$ cat src/rtl/inv_key_expansion.sv
// Reverse AES-128 key schedule: takes the round-10 key and emits round keys 10 down to 0,
// one per valid/ready handshake, with a registered SubWord stage between steps.
module inv_key_expansion #(
  parameter int unsigned KEY_SIZE  = 128,
  parameter int unsigned ROUNDS    = 10,
  parameter int unsigned WORD_SIZE = 32
) (
  input  logic                      clk,
  input  logic                      rst_n,
  input  logic                      start,
  input  logic [KEY_SIZE-1:0]       last_key,
  output logic [KEY_SIZE-1:0]       key_out,
  output logic [$clog2(ROUNDS):0]   key_round,
  output logic                      key_valid,
  input  logic                      key_ready,
  output logic                      busy,
  output logic                      done
);

  localparam int unsigned RW = $clog2(ROUNDS) + 1;

  typedef enum logic [2:0] {StIdle, StEmit, StCalcA, StCalcB, StDone} state_e;

  state_e               state;
  logic [KEY_SIZE-1:0]  key_r;
  logic [RW-1:0]        round_r;
  logic [WORD_SIZE-1:0] sub_r;

  logic [WORD_SIZE-1:0] w0, w1, w2, w3, t3, rot_t3, sub_next, rcon_word;

  function automatic logic [7:0] gf_mul(input logic [7:0] a, input logic [7:0] b);
    logic [7:0] p;
    logic [7:0] x;
    p = 8'h00;
    x = a;
    for (int i = 0; i < 8; i++) begin
      if (b[i]) p = p ^ x;
      x = {x[6:0], 1'b0} ^ (x[7] ? 8'h1b : 8'h00);
    end
    return p;
  endfunction

  // S-box = affine(x^254) in GF(2^8); x^254 is the multiplicative inverse (0 maps to 0).
  function automatic logic [7:0] sbox(input logic [7:0] b);
    logic [7:0] p;
    logic [7:0] inv;
    p   = b;
    inv = 8'h01;
    for (int i = 1; i < 8; i++) begin
      p   = gf_mul(p, p);
      inv = gf_mul(inv, p);
    end
    return inv ^ {inv[6:0], inv[7]} ^ {inv[5:0], inv[7:6]} ^ {inv[4:0], inv[7:5]}
               ^ {inv[3:0], inv[7:4]} ^ 8'h63;
  endfunction

  function automatic logic [WORD_SIZE-1:0] sub_word(input logic [WORD_SIZE-1:0] w);
    logic [WORD_SIZE-1:0] r;
    r = '0;
    for (int i = 0; i < int'(WORD_SIZE / 8); i++) begin
      r[8*i +: 8] = sbox(w[8*i +: 8]);
    end
    return r;
  endfunction

  function automatic logic [7:0] rcon(input logic [RW-1:0] r);
    logic [7:0] c;
    case (r)
      RW'(1):  c = 8'h01;
      RW'(2):  c = 8'h02;
      RW'(3):  c = 8'h04;
      RW'(4):  c = 8'h08;
      RW'(5):  c = 8'h10;
      RW'(6):  c = 8'h20;
      RW'(7):  c = 8'h40;
      RW'(8):  c = 8'h80;
      RW'(9):  c = 8'h1b;
      RW'(10): c = 8'h36;
      default: c = 8'h00;
    endcase
    return c;
  endfunction

  always_comb begin
    w0        = key_r[KEY_SIZE-1 -: WORD_SIZE];
    w1        = key_r[KEY_SIZE-WORD_SIZE-1 -: WORD_SIZE];
    w2        = key_r[KEY_SIZE-2*WORD_SIZE-1 -: WORD_SIZE];
    w3        = key_r[KEY_SIZE-3*WORD_SIZE-1 -: WORD_SIZE];
    t3        = w2 ^ w3;
    rot_t3    = {t3[WORD_SIZE-9:0], t3[WORD_SIZE-1 -: 8]};
    sub_next  = sub_word(rot_t3);
    rcon_word = {rcon(round_r), {(WORD_SIZE-8){1'b0}}};
  end

  assign key_out   = key_r;
  assign key_round = round_r;

  always_ff @(posedge clk or negedge rst_n) begin
    if (!rst_n) begin
      state     <= StIdle;
      key_r     <= '0;
      round_r   <= '0;
      sub_r     <= '0;
      key_valid <= 1'b0;
      busy      <= 1'b0;
      done      <= 1'b0;
    end else begin
      case (state)
        StIdle: begin
          if (start) begin
            key_r     <= last_key;
            round_r   <= RW'(ROUNDS);
            key_valid <= 1'b1;
            busy      <= 1'b1;
            state     <= StEmit;
          end
        end
        StEmit: begin
          if (key_ready) begin
            key_valid <= 1'b0;
            if (round_r == '0) begin
              done  <= 1'b1;
              state <= StDone;
            end else begin
              state <= StCalcA;
            end
          end
        end
        StCalcA: begin
          sub_r <= sub_next;
          state <= StCalcB;
        end
        StCalcB: begin
          key_r     <= {w0 ^ sub_r ^ rcon_word, w0 ^ w1, w1 ^ w2, w2 ^ w3};
          round_r   <= round_r - RW'(1);
          key_valid <= 1'b1;
          state     <= StEmit;
        end
        StDone: begin
          done  <= 1'b0;
          busy  <= 1'b0;
          state <= StIdle;
        end
        default: state <= StIdle;
      endcase
    end
  end

endmodule

$ cat config.mk
export PLATFORM = sky130hd
export DESIGN_NAME = inv_key_expansion
export DESIGN_NICKNAME = d
export VERILOG_FILES = /design/src/rtl/inv_key_expansion.sv
export SDC_FILE = /design/constraint.sdc
export NUM_CORES = 2
export LEC_CHECK = 0
export CAP_MARGIN = 5
export CORE_ASPECT_RATIO = 0.75
export CORE_MARGIN = 2
export CORE_UTILIZATION = 48
export CTS_CLUSTER_SIZE = 12
export DETAILED_ROUTE_END_ITERATION = 8
export PLACE_DENSITY = 0.65
export SYNTH_ARGS = -nofsm -noshare
export SYNTH_HDL_FRONTEND = slang
export SYNTH_SLANG_ARGS = --single-unit
export TNS_END_PERCENT = 10
$ cat constraint.sdc
create_clock -name clk -period 36.6 [get_ports clk]
set_input_delay 7.32 -clock clk [delete_from_list [all_inputs] [get_ports clk]]
set_output_delay 7.32 -clock clk [all_outputs]
set_load 0.05 [all_outputs]
[Word-level counts from Yosys, hierarchy flattened]
Memory sizes are Yosys's and may differ from the RTL's.
Cells that the tools add are included.
Word-level totals
  logic and storage cells: 1636
  bits in read-only memories: 128
  register bits after elaboration: 171
  input bits: 132
  memories: 1
  output and inout port bits: 136
Cells by class
  equal/unequal tests: 7
  reductions and logical operators: 11
  add/subtract/negate cells: 1
  bitwise gates (word level): 781
  mux-type cells: 828
Memories
  (no name shown): words 16, bits a word 8, read ports 1, clocked after Yosys merged registers in 0, wr ports 0, RTL line 68  | case (r)
Operator list (number)
  8-bit two-way mux: 421
  8-bit bitwise XOR: 380
  8-bit by 5-bit bitwise XOR with 8-bit output: 364
  5-bit two-way mux: 369
  128-bit one-hot mux with 2 select lines: 1
  32-bit bitwise XOR: 5
  128-bit two-way mux: 1
  7-bit two-way mux: 4
  1-bit inverter, first input constant: 28
  6-bit two-way mux: 4
  3-bit two-way mux: 7
  4-bit two-way mux: 4
  4-bit inverter: 4
  3-bit one-hot mux with 4 select lines: 1
  5-bit one-hot mux with 2 select lines: 1
  1-bit two-way mux: 8
  2-bit two-way mux: 4
  3-bit by 2-bit == test with 1-bit output, second input constant: 2
  2-bit != test, second input constant: 3
  2-bit AND reduction: 3
  3-bit AND reduction: 2
  2-bit nonzero test: 3
  5-bit logical NOT: 1
  5-bit by 1-bit subtractor with 5-bit output, second input constant: 1
  6 further kinds: 7

[Longest topological paths before layout]
  word-level depth: 133
  gate-level depth with buffers: 73
  mapped depth without buffers: 64

[Worst setup path after synthesis]
No wires, ideal clock.
  kind: reg2reg
  start point: register key_r[39], in the netlist key_out[39]
  end point: register sub_r[10]
  arrival time: 16.569 ns
  required time: 36.468 ns
  path buffers: 8
  period minus slack after synthesis: 16.701 ns
  setup slack: 19.899 ns
  cell stages (with the launch flop): 70
  setup time: 0.132 ns
  cell sequence: dfrtp_1 > xnor2_2 > inv_2 > ha_1 > nand2_1 > xnor2_1 > inv_1 > buf_1 > clkbuf_1 > clkbuf_1 > ha_1 > clkbuf_1 > nand2b_1 > nor3_1 > a311o_1 > nor3_4 > xnor2_1 > inv_2 > [34 not listed] > and4b_1 > o21a_1 > or2_1 > buf_2 > a211oi_1 > a221oi_1 > xnor2_2 > xor2_1 > xor2_2 > xnor2_1 > nor2_1 > xnor2_1 > xnor2_1 > xnor2_1 > xor2_1 > xnor2_1 > xor2_1 > o21ai_1
On the way
  longest elaborated chain between the ends: 129
  elaborated cells between the ends (all ways): 386
  classes of those cells: mux (199); bitwise (187)
Ends and longest elaborated chain
  start, declared: RTL line 25  | logic [KEY_SIZE-1:0] key_r;
  start signal, assigned: RTL line 111  | key_r <= last_key;
  start signal, assigned: RTL line 134  | key_r <= {w0 ^ sub_r ^ rcon_word, w0 ^ w1, w1 ^ w2, w2 ^ w3};
  32-bit bitwise XOR *: RTL line 89  | t3 = w2 ^ w3;
  5-bit two-way mux or 8-bit two-way mux (tied branches): RTL line 38, 37
  8-bit by 5-bit bitwise XOR with 8-bit output or 8-bit bitwise XOR (tied branches): RTL line 38, 37
  8-bit bitwise XOR or 8-bit two-way mux (tied branches): RTL line 37  | if (b[i]) p = p ^ x;
  8-bit two-way mux or 8-bit bitwise XOR (tied branches): RTL line 37
  8-bit bitwise XOR or 8-bit two-way mux (tied branches): RTL line 37
  8-bit two-way mux or 8-bit bitwise XOR (tied branches): RTL line 37
  8-bit bitwise XOR or 8-bit two-way mux (tied branches): RTL line 37
  [111 not listed]
  8-bit bitwise XOR: RTL line 37
  8-bit two-way mux: RTL line 37
  8-bit bitwise XOR: RTL line 37
  8-bit two-way mux: RTL line 37
  8-bit bitwise XOR: RTL line 37
  8-bit two-way mux *: RTL line 37
  8-bit bitwise XOR (3 in a row): RTL line 53  | return inv ^ {inv[6:0], inv[7]} ^ {inv[5:0], inv[7:6]} ^ {inv[4:0], inv[7:5]}
  8-bit bitwise XOR *: RTL line 54  | ^ {inv[3:0], inv[7:4]} ^ 8'h63;
  end signal, assigned: RTL line 130  | sub_r <= sub_next;
  end, declared: RTL line 27  | logic [WORD_SIZE-1:0] sub_r;
Every way passes the cells marked *; elsewhere a longest branch is shown, timed or not.
A chain may end at the register's enable or synchronous reset.

[Final worst setup path]
Ends and elaborated chain as after synthesis.

==> impl_metrics.sql <==
INSERT INTO impl_metrics (metric_group, metric, value, unit) VALUES
('clock_network', 'hold_fix_buffers_at_cts', '0', ''),
('worst_setup_path', 'sort_of_element_at_the_start_of_the_critical_path', 'register', ''),
('synthesis', 'most_frequent_cells_after_synthesis', 'sky130_fd_sc_hd__xnor2_1, sky130_fd_sc_hd__nor2_1, sky130_fd_sc_hd__nand2_1, sky130_fd_sc_hd__a21oi_1, sky130_fd_sc_hd__xor2_1', ''),
('clock_network', 'h_tree_levels', '4', ''),
('synthesis', 'ys_ff_latch', '171', ''),
('sta', 'finalHoldViolCount', '0', ''),
('route', 'detail_route.drc_violations', '0', ''),
('synthesis', 'synth-seq-area-share', '6.70', '%'),
('die', 'core-area', '132000', 'um2'),
('placement', 'io_buffer_count', '267', ''),
('route', 'first_iter_violations', '7452', ''),
('route', 'detail_route.wirelength', '211000', 'um'),
('sta', 'fmaxAchievable', '50.4', 'MHz'),
('worst_setup_path', 'timing.critical_path.slowest_cell_delay', '940', 'ps'),
('clock_network', 'cts-buffers-inserted', '17', ''),
('route', 'post_drt_via_cell_ratio', '6.08', ''),
('synthesis', 'ys_async_sr_fraction', '100', '%'),
('worst_setup_path', 'timing.critical_path.required', '36950', 'ps'),
('layout', 'finish.instance_area', '69500', 'um2'),
('layout', 'flow.area_growth_from_synthesis', '8.81', '%'),
('die', 'floorplan.initialDensity', '48.5', '%'),
('grt', 'grt_start_max_net_pins', '103', ''),
('worst_hold_path', 'worstHoldPathType', 'reg2reg', ''),
('synthesis', 'post-synth-top-count-cell', 'sky130_fd_sc_hd__xnor2_1', ''),
('clock_network', 'worst_skew_pair.late_latency', '500', 'ps'),
('layout', 'nNetsFinal', '8833', ''),
('grt', 'global_route_wire_length_before_repair', '334000', 'um'),
('placement', 'routabilityCongestion', '0.956', ''),
('worst_setup_path', 'worstSetupPathType', 'reg2reg', ''),
('sta', 'timing.clock.skew', '17.1', 'ps'),
('worst_setup_path', 'crit_fanout', '20', ''),
('clock_network', 'clock_sinks', '171', ''),
('route', 'routedWlPerCell', '20.2', 'um'),
('sta', 'slew_headroom', '15.0', '%'),
('synthesis', 'synth.largest_area_cell', 'sky130_fd_sc_hd__xnor2_1', ''),
('synthesis', 'synth_edf_count', '0', ''),
('clock_network', 'clockRootBuffer', 'sky130_fd_sc_hd__clkbuf_16', ''),
('sta', 'finalSetupViolations', '0', ''),
('status', 'outcome', 'complete, no violations', ''),
('die', 'floorplan.rows', '115', ''),
('synthesis', 'syn_area', '63900', 'um2'),
('sta', 'timing.hold.ws', '486', 'ps'),
('grt', 'first_global_vias', '58400', ''),
('synthesis', 'synthFlopType', 'sky130_fd_sc_hd__dfrtp_1', ''),
('synthesis', 'synth.top_cells.by_area', 'sky130_fd_sc_hd__xnor2_1, sky130_fd_sc_hd__nor2_1, sky130_fd_sc_hd__xnor3_1, sky130_fd_sc_hd__dfrtp_1, sky130_fd_sc_hd__xor2_1', ''),
('route', 'detailroute.via_count', '63500', ''),
('route', 'route.antenna.remaining_nets', '0', ''),
('layout', 'layout-drive-gt1-share', '8.36', '%'),
('synthesis', 'syn_inst', '8665', ''),
('clock_network', 'clk_pin_slew_worst_paths', '70', 'ps'),
('worst_setup_path', 'critPathArrivalTime', '20180', 'ps'),
('die', 'fp.dieArea', '136000', 'um2'),
('sta', 'worst_pin_slew', '1270', 'ps'),
('grt', 'globalRouteTotalUtil', '29.8', '%'),
('route', 'drt_pre_antenna_iters', '6', ''),
('sta', 'min_period_over_period', '54.2', '%'),
('placement', 'detailed_place.area', '68900', 'um2'),
('sta', 'maxSlewViolCount', '0', ''),
('die', 'die_w', '425', 'um'),
('placement', 'dp_hpwl', '154000', 'um'),
('sta', 'finalSetupTns', '0', 'ps'),
('synthesis', 'synthesis.area_per_instance', '7.38', 'um2'),
('clock_network', 'cts-root-to-sink-buffers', '2', ''),
('synthesis', 'mappedNetlistNets', '8830', ''),
('die', 'floorplan.io_pins', '268', ''),
('worst_setup_path', 'cp_slowest_cell', 'sky130_fd_sc_hd__xnor2_1', ''),
('synthesis', 'synth_top_area_share', '24.1', '%'),
('flow_run', 'maxCapViolations', '0', ''),
('clock_network', 'cts.repair.resized', '0', ''),
('clock_network', 'post-cts-setup-buffer-count', '0', ''),
('worst_setup_path', 'path_common_cell', 'sky130_fd_sc_hd__xnor2_1', ''),
('grt', 'grt-ovfl-total', '0', ''),
('sta', 'rsz_0062_raised_after_global_routing', 'no', ''),
('synthesis', 'synth-warning-count', '0', ''),
('clock_network', 'cts_tree', 'yes', ''),
('sta', 'post-route-min-period', '19830', 'ps'),
('synthesis', 'yosys.cell_types.count', '123', ''),
('grt', 'antenna_found_initial', '4', ''),
('worst_setup_path', 'endpoint_kind', 'register', ''),
('die', 'fp.dieH', '320', 'um');
-- cell type report --
cell class	instances	area [um2]
fill	12600	62100
clock buffer	22	484
multi-input combinational	7810	57200
antenna	3	7.51
timing repair buffer	564	4910
clock inverter	10	104
sequential	171	4280
tap	1755	2200
inverter	104	390
-- stage by stage --
step | instances | setup slack [ps] | utilization, %
final | 10400 | 16770 | 52.8
after global routing | 10400 | 15100 | 52.8
after CTS | 10400 | 17080 | 52.8
after detailed placement | 10400 | 17120 | 52.4
after global placement | 10400 | 17870 | 52.4
after floorplan | 8665 | 19900 | -
-- sequential cells by signal, indices dropped and copies added, names as in the netlist --
name / flops
done: 1
state: 3
key_out: 128
key_valid: 1
key_round: 5
busy: 1
sub_r: 32
-- worst max-delay path: cells and delay by family (launching register included) --
kind | cells | cell delay [ps]
compound gates | 15 | 4630
xor+xnor | 18 | 7080
fa+ha+maj | 3 | 1500
buf+inv | 3 | 860
flops | 1 | 470
mux | 6 | 1860
simple gates | 14 | 3220
-- cells by family (layout without fill, tap and decap cells) --
logic type,count (synthesis),count (layout),share of synthesized area [%]
flip-flops,171,171,6.70
XOR/XNOR,2626,2626,43.7
other,0,3,0
adder cells (fa/ha/maj),33,33,0.646
buffers and inverters,684,700,4.59
AND/OR/NAND/NOR,2949,2949,20.2
AO/OA/AOI/OAI,1958,1958,20.1
multiplexers,244,244,4.10
-- placed cells by master (no fill, tap or decap), types with 39 or more instances in the layout --
| cell | n |
|---|---|
| sky130_fd_sc_hd__buf_4 | 297 |
| sky130_fd_sc_hd__nor3_1 | 222 |
| sky130_fd_sc_hd__and3_1 | 51 |
| sky130_fd_sc_hd__nand2b_1 | 56 |
| sky130_fd_sc_hd__o21ai_1 | 64 |
| sky130_fd_sc_hd__a21oi_1 | 491 |
| sky130_fd_sc_hd__inv_1 | 76 |
| sky130_fd_sc_hd__o22ai_1 | 130 |
| sky130_fd_sc_hd__nor2b_1 | 50 |
| sky130_fd_sc_hd__a221o_1 | 40 |
| sky130_fd_sc_hd__nand3_1 | 197 |
| sky130_fd_sc_hd__a31oi_1 | 87 |
| sky130_fd_sc_hd__xnor3_1 | 199 |
| sky130_fd_sc_hd__or3_1 | 47 |
| sky130_fd_sc_hd__a311oi_1 | 94 |
| sky130_fd_sc_hd__nor3b_1 | 46 |
| sky130_fd_sc_hd__a22oi_1 | 39 |
| sky130_fd_sc_hd__nand2_1 | 828 |
| sky130_fd_sc_hd__nor2_1 | 1259 |
| sky130_fd_sc_hd__clkdlybuf4s50_1 | 266 |
| sky130_fd_sc_hd__dfrtp_1 | 171 |
| sky130_fd_sc_hd__mux2i_1 | 192 |
| sky130_fd_sc_hd__a211oi_1 | 150 |
| sky130_fd_sc_hd__o21ai_0 | 397 |
| sky130_fd_sc_hd__o211ai_1 | 63 |
| sky130_fd_sc_hd__xor2_1 | 453 |
| sky130_fd_sc_hd__xnor2_1 | 1703 |
| sky130_fd_sc_hd__xnor2_2 | 170 |
-- path summary, 6_finish.rpt --
check,startpoint,to,cells after the start,slack (ps)
max in group asynchronous,rst_n,key_out[29]$_DFFE_PN0P_,2,28210
hold / removal,sub_r[10]$_DFFE_PN0P_,key_out[106]$_DFFE_PN0P_,1,490
setup reg to reg,key_out[39]$_DFFE_PN0P_,sub_r[10]$_DFFE_PN0P_,59,16770
hold reg to reg,sub_r[10]$_DFFE_PN0P_,key_out[106]$_DFFE_PN0P_,1,490
setup / recovery,key_out[39]$_DFFE_PN0P_,sub_r[10]$_DFFE_PN0P_,59,16770
min in group asynchronous,rst_n,key_out[73]$_DFFE_PN0P_,1,6850
-- per-layer routing --
| layer | GRT usage [%] | up-vias | share of wire, % |
|---|---|---|---|
| li1 | - | 30200 | - |
| met5 | 0 | - | 0 |
| met3 | 3.16 | 226 | 8.0 |
| met2 | 45.7 | 2792 | 44 |
| met4 | 7.86 | 0 | 2.3 |
| met1 | 44.1 | 30300 | 46 |
Power is left out: the tool's default activity adds up to more than one toggle a clock period on the data nets, which glitch-free logic cannot reach.
